--- src/rtl/rf_arb_pkg.sv ---
// Shared types for the register-file access arbiter.
// State encoding, default widths and owner-index width helper.
package rf_arb_pkg;

  typedef enum logic [1:0] {
    IDLE   = 2'd0,
    GRANT  = 2'd1,
    LOCKED = 2'd2
  } state_t;

  localparam int AW_DEF = 3;
  localparam int DW_DEF = 8;

  // Owner index is exported on a 2-bit port, so never go narrower.
  function automatic int owner_w(input int n);
    return (n <= 4) ? 2 : $clog2(n);
  endfunction

endpackage

--- src/rtl/rf_rr_picker.sv ---
// Rotate-priority picker: first req&mask at or above ptr (mod N).
// Ports: req, ptr, mask in; win (one-hot), idx, any out.
module rf_rr_picker #(
  parameter int N  = 3,
  parameter int IW = 2
) (
  input  logic [N-1:0]  req,
  input  logic [IW-1:0] ptr,
  input  logic [N-1:0]  mask,
  output logic [N-1:0]  win,
  output logic [IW-1:0] idx,
  output logic          any
);

  always_comb begin
    win = '0;
    idx = '0;
    any = 1'b0;
    for (int i = 0; i < N; i++) begin
      int k;
      k = (int'(ptr) + i) % N;
      if (!any && req[k] && mask[k]) begin
        any    = 1'b1;
        win[k] = 1'b1;
        idx    = IW'(k);
      end
    end
  end

endmodule

--- src/rtl/rf_access_arbiter.sv ---
// Round-robin arbiter sharing one register-file port among NREQ
// requesters, with lock for atomic sequences. Ports: clk, reset
// (async active-low), req/we/lock/addr/wdata per requester, gnt,
// rvalid, rdata, rf_we/rf_addr/rf_wdata/rf_rdata, owner, locked.
// Define RF_ARB_FIXED_PRIO_EN to give requester 0 absolute priority.
module rf_access_arbiter
  import rf_arb_pkg::*;
#(
  parameter int NREQ = 3,
  parameter int AW   = AW_DEF,
  parameter int DW   = DW_DEF
) (
  input  logic             clk,
  input  logic             reset,
  input  logic [NREQ-1:0]  req,
  input  logic [NREQ-1:0]  we,
  input  logic [NREQ-1:0]  lock,
  input  logic [NREQ*AW-1:0] addr,
  input  logic [NREQ*DW-1:0] wdata,
  output logic [NREQ-1:0]  gnt,
  output logic [NREQ-1:0]  rvalid,
  output logic [DW-1:0]    rdata,
  output logic             rf_we,
  output logic [AW-1:0]    rf_addr,
  output logic [DW-1:0]    rf_wdata,
  input  logic [DW-1:0]    rf_rdata,
  output logic [1:0]       owner,
  output logic             locked
);

  localparam int OW = owner_w(NREQ);

  state_t          state_q, state_d;
  logic [OW-1:0]   owner_q, ptr_q, nxt_ptr;
  logic [OW-1:0]   pick_idx, sel;
  logic [NREQ-1:0] pick_win, sel_oh, mask, own_oh;
  logic [NREQ-1:0] rvalid_q;
  logic            pick_any, any_req, take;
  logic            s_we, s_lock, locked_q;
  logic [AW-1:0]   rf_addr_q;
  logic [DW-1:0]   rf_wdata_q, rdata_q;

  assign own_oh = {{(NREQ-1){1'b0}}, 1'b1} << owner_q;

  // In LOCKED only the owner may be picked.
  always_comb begin
    mask = '1;
`ifdef RF_ARB_FIXED_PRIO_EN
    if (state_q == IDLE) mask[0] = 1'b0;
`endif
    if (state_q == LOCKED) mask = own_oh;
  end

  rf_rr_picker #(
    .N  (NREQ),
    .IW (OW)
  ) u_pick (
    .req  (req),
    .ptr  (ptr_q),
    .mask (mask),
    .win  (pick_win),
    .idx  (pick_idx),
    .any  (pick_any)
  );

  // Core override: rotation only covers 1..NREQ-1 when enabled.
  always_comb begin
    sel     = pick_idx;
    sel_oh  = pick_win;
    any_req = pick_any;
`ifdef RF_ARB_FIXED_PRIO_EN
    if (state_q == IDLE && req[0]) begin
      sel     = '0;
      sel_oh  = {{(NREQ-1){1'b0}}, 1'b1};
      any_req = 1'b1;
    end
`endif
  end

  always_comb begin
    state_d = state_q;
    take    = 1'b0;
    unique case (state_q)
      IDLE, LOCKED: begin
        if (any_req) begin
          state_d = GRANT;
          take    = 1'b1;
        end
      end
      GRANT:   state_d = s_lock ? LOCKED : IDLE;
      default: state_d = IDLE;
    endcase
  end

  assign nxt_ptr = (owner_q == OW'(NREQ-1)) ? '0
                 : owner_q + 1'b1;

  always_ff @(posedge clk or negedge reset) begin
    if (!reset) begin
      state_q    <= IDLE;
      owner_q    <= '0;
      ptr_q      <= '0;
      s_we       <= 1'b0;
      s_lock     <= 1'b0;
      locked_q   <= 1'b0;
      rf_addr_q  <= '0;
      rf_wdata_q <= '0;
      rdata_q    <= '0;
      rvalid_q   <= '0;
    end else begin
      state_q  <= state_d;
      rvalid_q <= '0;
      if (take) begin
        owner_q    <= sel;
        s_we       <= |(we & sel_oh);
        s_lock     <= |(lock & sel_oh);
        rf_addr_q  <= addr[int'(sel)*AW +: AW];
        rf_wdata_q <= wdata[int'(sel)*DW +: DW];
      end
      if (state_q == GRANT) begin
        locked_q <= s_lock;
        if (!s_lock) ptr_q <= nxt_ptr;
        if (!s_we) begin
          rdata_q  <= rf_rdata;
          rvalid_q <= own_oh;
        end
      end
    end
  end

  assign gnt      = (state_q == GRANT) ? own_oh : '0;
  assign rf_we    = (state_q == GRANT) && s_we;
  assign rf_addr  = rf_addr_q;
  assign rf_wdata = rf_wdata_q;
  assign rvalid   = rvalid_q;
  assign rdata    = rdata_q;
  assign owner    = 2'(owner_q);
  assign locked   = locked_q;

endmodule

--- config.mk ---
export PLATFORM = sky130hd
export DESIGN_NAME = rf_access_arbiter
export DESIGN_NICKNAME = d
export VERILOG_FILES = /design/src/rtl/rf_arb_pkg.sv /design/src/rtl/rf_rr_picker.sv /design/src/rtl/rf_access_arbiter.sv
export SDC_FILE = /design/constraint.sdc
export NUM_CORES = 1
export LEC_CHECK = 0
export ABC_CLOCK_PERIOD_IN_PS = 2300
export CAP_MARGIN = 20
export CORE_UTILIZATION = 35
export CTS_CLUSTER_SIZE = 28
export DETAILED_ROUTE_END_ITERATION = 12
export GPL_TIMING_DRIVEN = 0
export PLACE_DENSITY = 0.7
export REMOVE_ABC_BUFFERS = 1
export SKIP_CTS_REPAIR_TIMING = 1
export SLEW_MARGIN = 40
export SYNTH_ARGS = -nofsm -noshare
export SYNTH_HDL_FRONTEND = slang
export SYNTH_SLANG_ARGS = --single-unit
--- constraint.sdc ---
create_clock -name clk -period 2.3 [get_ports clk]
set_input_delay 0.69 -clock clk [delete_from_list [all_inputs] [get_ports clk]]
set_output_delay 0.69 -clock clk [all_outputs]
set_load 0.005 [all_outputs]
# Word level (Yosys, flattened, before mapping)
# Index checks and enable logic that the tools add are counted.
[totals]
reg_bits = 31
inputBits = 52
output_inout_bits = 29
word_cells = 96
[op_classes]
n_addsub = 3
n_mul = 1
div = 3
magnitude_cmp = 6
eq_ne = 4
shift = 3
muxes = 43
n_bitwise = 6
reduce_logical = 17
[ops]
columns = ["operator", "n"]
rows = [
  ["$ge A32 B1 Y1 const B", 3],
  ["$lt A32 B4 Y1 const B", 3],
  ["$mod A32 B3 Y32 const B", 2],
  ["$mod A3 B3 Y32 const B", 1],
  ["$shiftx A24 B6 Y8", 1],
  ["$mux W3", 7],
  ["$mux W1", 20],
  ["$bmux W1 S2", 6],
  ["$mux W2", 6],
  ["$logic_and A1 B1 Y1", 9],
  ["$shiftx A9 B5 Y3", 1],
  ["$and A3 B3 Y3", 2],
  ["$demux W1 S2", 3],
  ["$or A3 B3 Y3", 2],
  ["$reduce_or A3 Y1", 2],
  ["$eq A2 B2 Y1 const B", 2],
  ["$mul A2 B2 Y4 const B", 1],
  ["$pmux W2 S2", 1],
  ["$reduce_and A2 Y1", 2],
  ["$add A2 B1 Y3 const B", 1],
  ["$add A2 B2 Y3 const B", 1],
  ["$shl A1 B2 Y3 const A", 1],
  ["$add A2 B1 Y2 const B", 1],
  ["$eq A2 B1 Y1 const B", 1],
  ["other kinds (5)", 7],
]

# Longest topological paths before layout
[logic_depth]
depth_word = 17
ltp_mapped = 12
ltp_nobuf = 10

# Hierarchy
# From an unflattened synthesis, not the netlist that was laid out.
[unflattened]
cells_unflattened = 176
area_unflattened_um2 = 1727.9
[modules_own_cells]
columns = ["module", "n_inst", "cells_each", "area_each_um2", "seq_area_each_um2"]
rows = [
  ["rf_access_arbiter", 1, 136, 1438.9, 775.7],
  ["rf_rr_picker", 1, 40, 289.0, 0.0],
]

# Least setup slack after synthesis
# Ideal clock, no wire load.
[synth_timing]
path_type = "reg-to-reg"
start = "reg ptr_q[0]"
end = "reg rf_addr_q[2] (netlist: rf_addr[2])"
setup_ns = 0.123
arrival_time_ns = 2.015
required_time_ns = 2.177
path_slack_ns = 0.162
stages_incl_launch_ff = 12
n_path_buf = 2
synth_period_minus_slack_ns = 2.138
path_cell_list = "dfrtp_1 -> inv_1 -> ha_1 -> clkbuf_1 -> inv_1 -> a211oi_2 -> a21o_1 -> a221oi_2 -> a21o_2 -> buf_4 -> a31oi_1 -> a21oi_1"
[synth_between]
elab_chain_cells = 16
elab_cells_between_ends = 40
classes_between = "add/sub (2); mul (1); div (3); shift (1); mux (26); reduce/logical (7)"
[synth_lines]
columns = ["item", "line_no", "source"]
rows = [
  ["from (decl)", "rf_access_arbiter.sv:34", "logic [OW-1:0] owner_q, ptr_q, nxt_ptr;"],
  ["from (signal assigned)", "rf_access_arbiter.sv:122", "if (!s_lock) ptr_q <= nxt_ptr;"],
  ["parallel branches: the longest is 16 deep, another holds $mod A32 B3 Y32", "-", ""],
  ["to (signal assigned)", "rf_access_arbiter.sv:117", "rf_addr_q <= addr[int'(sel)*AW +: AW];"],
  ["to (decl)", "rf_access_arbiter.sv:40", "logic [AW-1:0] rf_addr_q;"],
]
# Several ways; the timed one is not identified. The select of a mux whose other input is x is not followed.
# A chain may end at the register's enable or synchronous reset.

# Worst setup path in the final report
[layout_timing]
start = "in req[2]"
end = "reg s_we"
[layout_between]
elab_chain_cells = 15
elab_cells_between_ends = 28
classes_between = "mux (17); bitwise (3); reduce/logical (8)"
[layout_lines]
columns = ["item", "line_no", "source"]
rows = [
  ["from (decl)", "rf_access_arbiter.sv:15", "input logic [NREQ-1:0] req,"],
  ["$bmux W1 S2", "rf_rr_picker.sv:22", "if (!any && req[k] && mask[k]) begin"],
  ["$mux W1 (not written as such) (2 in series)", "rf_rr_picker.sv:22", ""],
  ["$logic_and A1 B1 Y1", "rf_rr_picker.sv:22", ""],
  ["$mux W1", "rf_rr_picker.sv:22", ""],
  ["$logic_not A1 Y1", "rf_rr_picker.sv:22", ""],
  ["$logic_and A1 B1 Y1 (2 in series)", "rf_rr_picker.sv:22", ""],
  ["$mux W1", "rf_rr_picker.sv:22", ""],
  ["$logic_not A1 Y1", "rf_rr_picker.sv:22", ""],
  ["$logic_and A1 B1 Y1 (2 in series)", "rf_rr_picker.sv:22", ""],
  ["$mux W3 / $mux W1 (equally long branches)", "rf_rr_picker.sv:22", ""],
  ["$and A3 B3 Y3 / $mux W1 (equally long branches)", "rf_access_arbiter.sv:115, rf_access_arbiter.sv:85", ""],
  ["$reduce_or A3 Y1 / $mux W1 (equally long branches)", "rf_access_arbiter.sv:115, rf_access_arbiter.sv:83", ""],
  ["to (signal assigned)", "rf_access_arbiter.sv:115", "s_we <= |(we & sel_oh);"],
  ["to (decl)", "rf_access_arbiter.sv:39", "logic s_we, s_lock, locked_q;"],
]
# Several ways; a longest one is shown, not always the timed one. The select of a mux whose other input is x is not followed.

==> impl_metrics.toml <==
[placement]
io_buffer_count = 80
dp.cells = 345
place_congestion = 0.891
place_ws_ns = -0.764
hpwl_um = 3790

[synth]
synth_area_sq_um = 1940
async_flop_share = 1.00
syn-mean-instance-area_sq_um = 9.33
synth_edf_count = 0
synth_cell_types = 51
synth_flop_cell = "dfrtp_1"
ys_seq_area_frac = 0.400
synth.ff_latch_count = 31
netlist_instances = 208
ys.warnings.count = 0

[layout]
final_common_cell = "clkdlybuf4s50_1"
antennaDiodeCount = 0
multi_input_area_sq_um = 1190
layout_common_cells = "clkdlybuf4s50_1, dfrtp_1, buf_4, nand2_1, nor2_1"
fin_cells = 377
final_nets = 362
nFillCells = 438
syn_to_final_growth_pct = 64.8
drive_gt1_frac = 0.248
register_area_sq_um = 782

[clock_network]
cts_made_buffers = 5
clkSinkCount = 31
clock_latency_ns = 0.28
cts-root-buf = "clkbuf_8"
h-tree-depth = 2
clk_pin_slew_ns = 0.07
clockBufferDepth = 2
cts_tree = "yes"

[pwr]
power_density_nw_per_um2 = 1500
ir_drop_mv = 0.567
total_leakage_power_nw = 1.37

[route]
wl_met1_um = 2420
num_vias = 1992
drc_errors = 0
drt_iter0_markers = 122
wl_met2_um = 2570
dr.pass1.iters = 4
highest_layer = "met4"
wl_met3_um = 474
finalWirelength_um = 5550
antenna_left = 0
avgRoutedWirePerCell_um = 14.7
via_per_inst = 5.28

[global_route]
grt_max_degree = 32
grtUsageTotal = 0.185
overflow = 0
grt_antenna_before_repair = 0
grt_pass1_vias = 1765
grt_pass1_wl_um = 8580

[sta]
fin_crit_sh = 0.986
drv_slew = 0
fin_skew_ns = 0.00472
period_minus_slack_ns = 2.27
worst_slew_pin_slew_ns = 0.671
timing_hold_violations_final = 0
fmax_mhz = 441
final.setup.tns_ns = 0
slew_headroom = 0.553
setup_viol_count_final = 0
setup_ws_ns = 0.0327

[setup_path]
required_ns = 2.50
crit_type = "primary input to flop"
cp_slowest_cell = "clkdlybuf4s50_1"
max_stage_delay_ns = 0.47
end_kind = "flop"
cp-startpoint = "req[2]"
reg2reg_slack_ns = 0.06
critPathMaxFanout = 5
cp_cell_sequence = "clkdlybuf4s50_1 -> a21boi_4 -> a21o_1 -> a221oi_4 -> a21o_4 -> buf_4 -> a21oi_1 -> a32oi_1"
reg2reg_from = "owner[1]"
start_kind = "primary input"
arrival_ns = 2.46

[floorplanning]
rows = 26
ioPinCount = 81
die_area_sq_um = 5850
die_w_um = 76.5
coreArea_sq_um = 5240
initial_core_util = 0.371
dieHeight_um = 76.5

[flow_run]
drv_cap = 0

[worst_hold_path]
min_path_type = "primary input to asynchronous set/reset pin"

[status]
status = "complete, no violations"
[cell usage after synthesis, types with 3 or more instances]
library cell   n  area [sq um]
a21o_1        10          75.1
a21oi_1       15          75.1
a31oi_1       11          68.8
buf_2          6          30.0
buf_4          3          22.5
dfrtp_1       31           776
ha_1           4          50.1
inv_1          7          26.3
mux2_2         8          90.1
mux2i_1        6          60.1
nand2_1       23          86.3
nand2b_1       4          25.0
nor2_1        21          78.8
nor2b_1        3          18.8
nor3_1         3          15.0
o211ai_1       4          30.0
o21ai_0        4          20.0
o22ai_1        5          31.3
[registers in the layout, indices dropped and copies added, names as in the netlist]
name,cells
state_q,2
owner,2
locked,1
rf_wdata,8
rvalid,3
rf_addr,3
ptr_q,2
s_we,1
s_lock,1
rdata,8
[final timing paths]
kind                                  end  depth (start not counted)
worst max-delay path                 s_we                          8
worst min-delay path            rvalid[1]                          1
worst max register to register     s_lock                          7
worst min register to register   rdata[0]                          1
max in group asynchronous        owner[1]                          1
min in group clk                 rdata[0]                          1
[power breakdown]
part | total (mW) | switching, mW | leakage [nW] | internal (mW)
registers | 1.05 | 0.217 | 0.365 | 0.831
logic | 3.20 | 1.51 | 0.943 | 1.69
clock network | 0.554 | 0.203 | 0.0612 | 0.350
total | 4.80 | 1.93 | 1.37 | 2.87
[per-layer routing]
layer	vias up	global-route usage
met1	940	0.251
met4	0	0.0558
met5	-	0
met2	99	0.286
met3	9	0.0515
li1	944	-
[final cells by class]
type	count	share of cell area
multi-input combinational	156	0.371
timing repair buffer	104	0.308
sequential	31	0.245
tap	70	0.0274
clock buffer	6	0.0258
inverter	8	0.0129
clock inverter	2	0.0110
[kinds of logic after synthesis]
kind of cell,Yosys count,share of synthesized area
muxes,14,0.0774
and+or+nand+nor,68,0.173
buffers and inverters,21,0.0580
DFF,31,0.400
AOI/OAI and AO/OA,70,0.266
adders and majority gates,4,0.0258
[metrics by stage]
stage	total power [mW]	hold slack (ns)	util	instance area [sq um]
after global placement	3.45	0.462	0.524	2750
after detailed placement	3.48	0.494	0.523	2740
after CTS	4.05	0.466	0.546	2860
final	4.80	0.440	0.611	3200
after floorplan	2.53	0.394	-	1860
after global routing	5.12	0.495	0.611	3200
[worst max-delay path, delay by kind of cell]
| family | cells | cell delay [ns] |
|---|---|---|
| compound gates | 6 | 1.18 |
| buf+inv | 2 | 0.60 |
(Power assumes the default switching activity.)
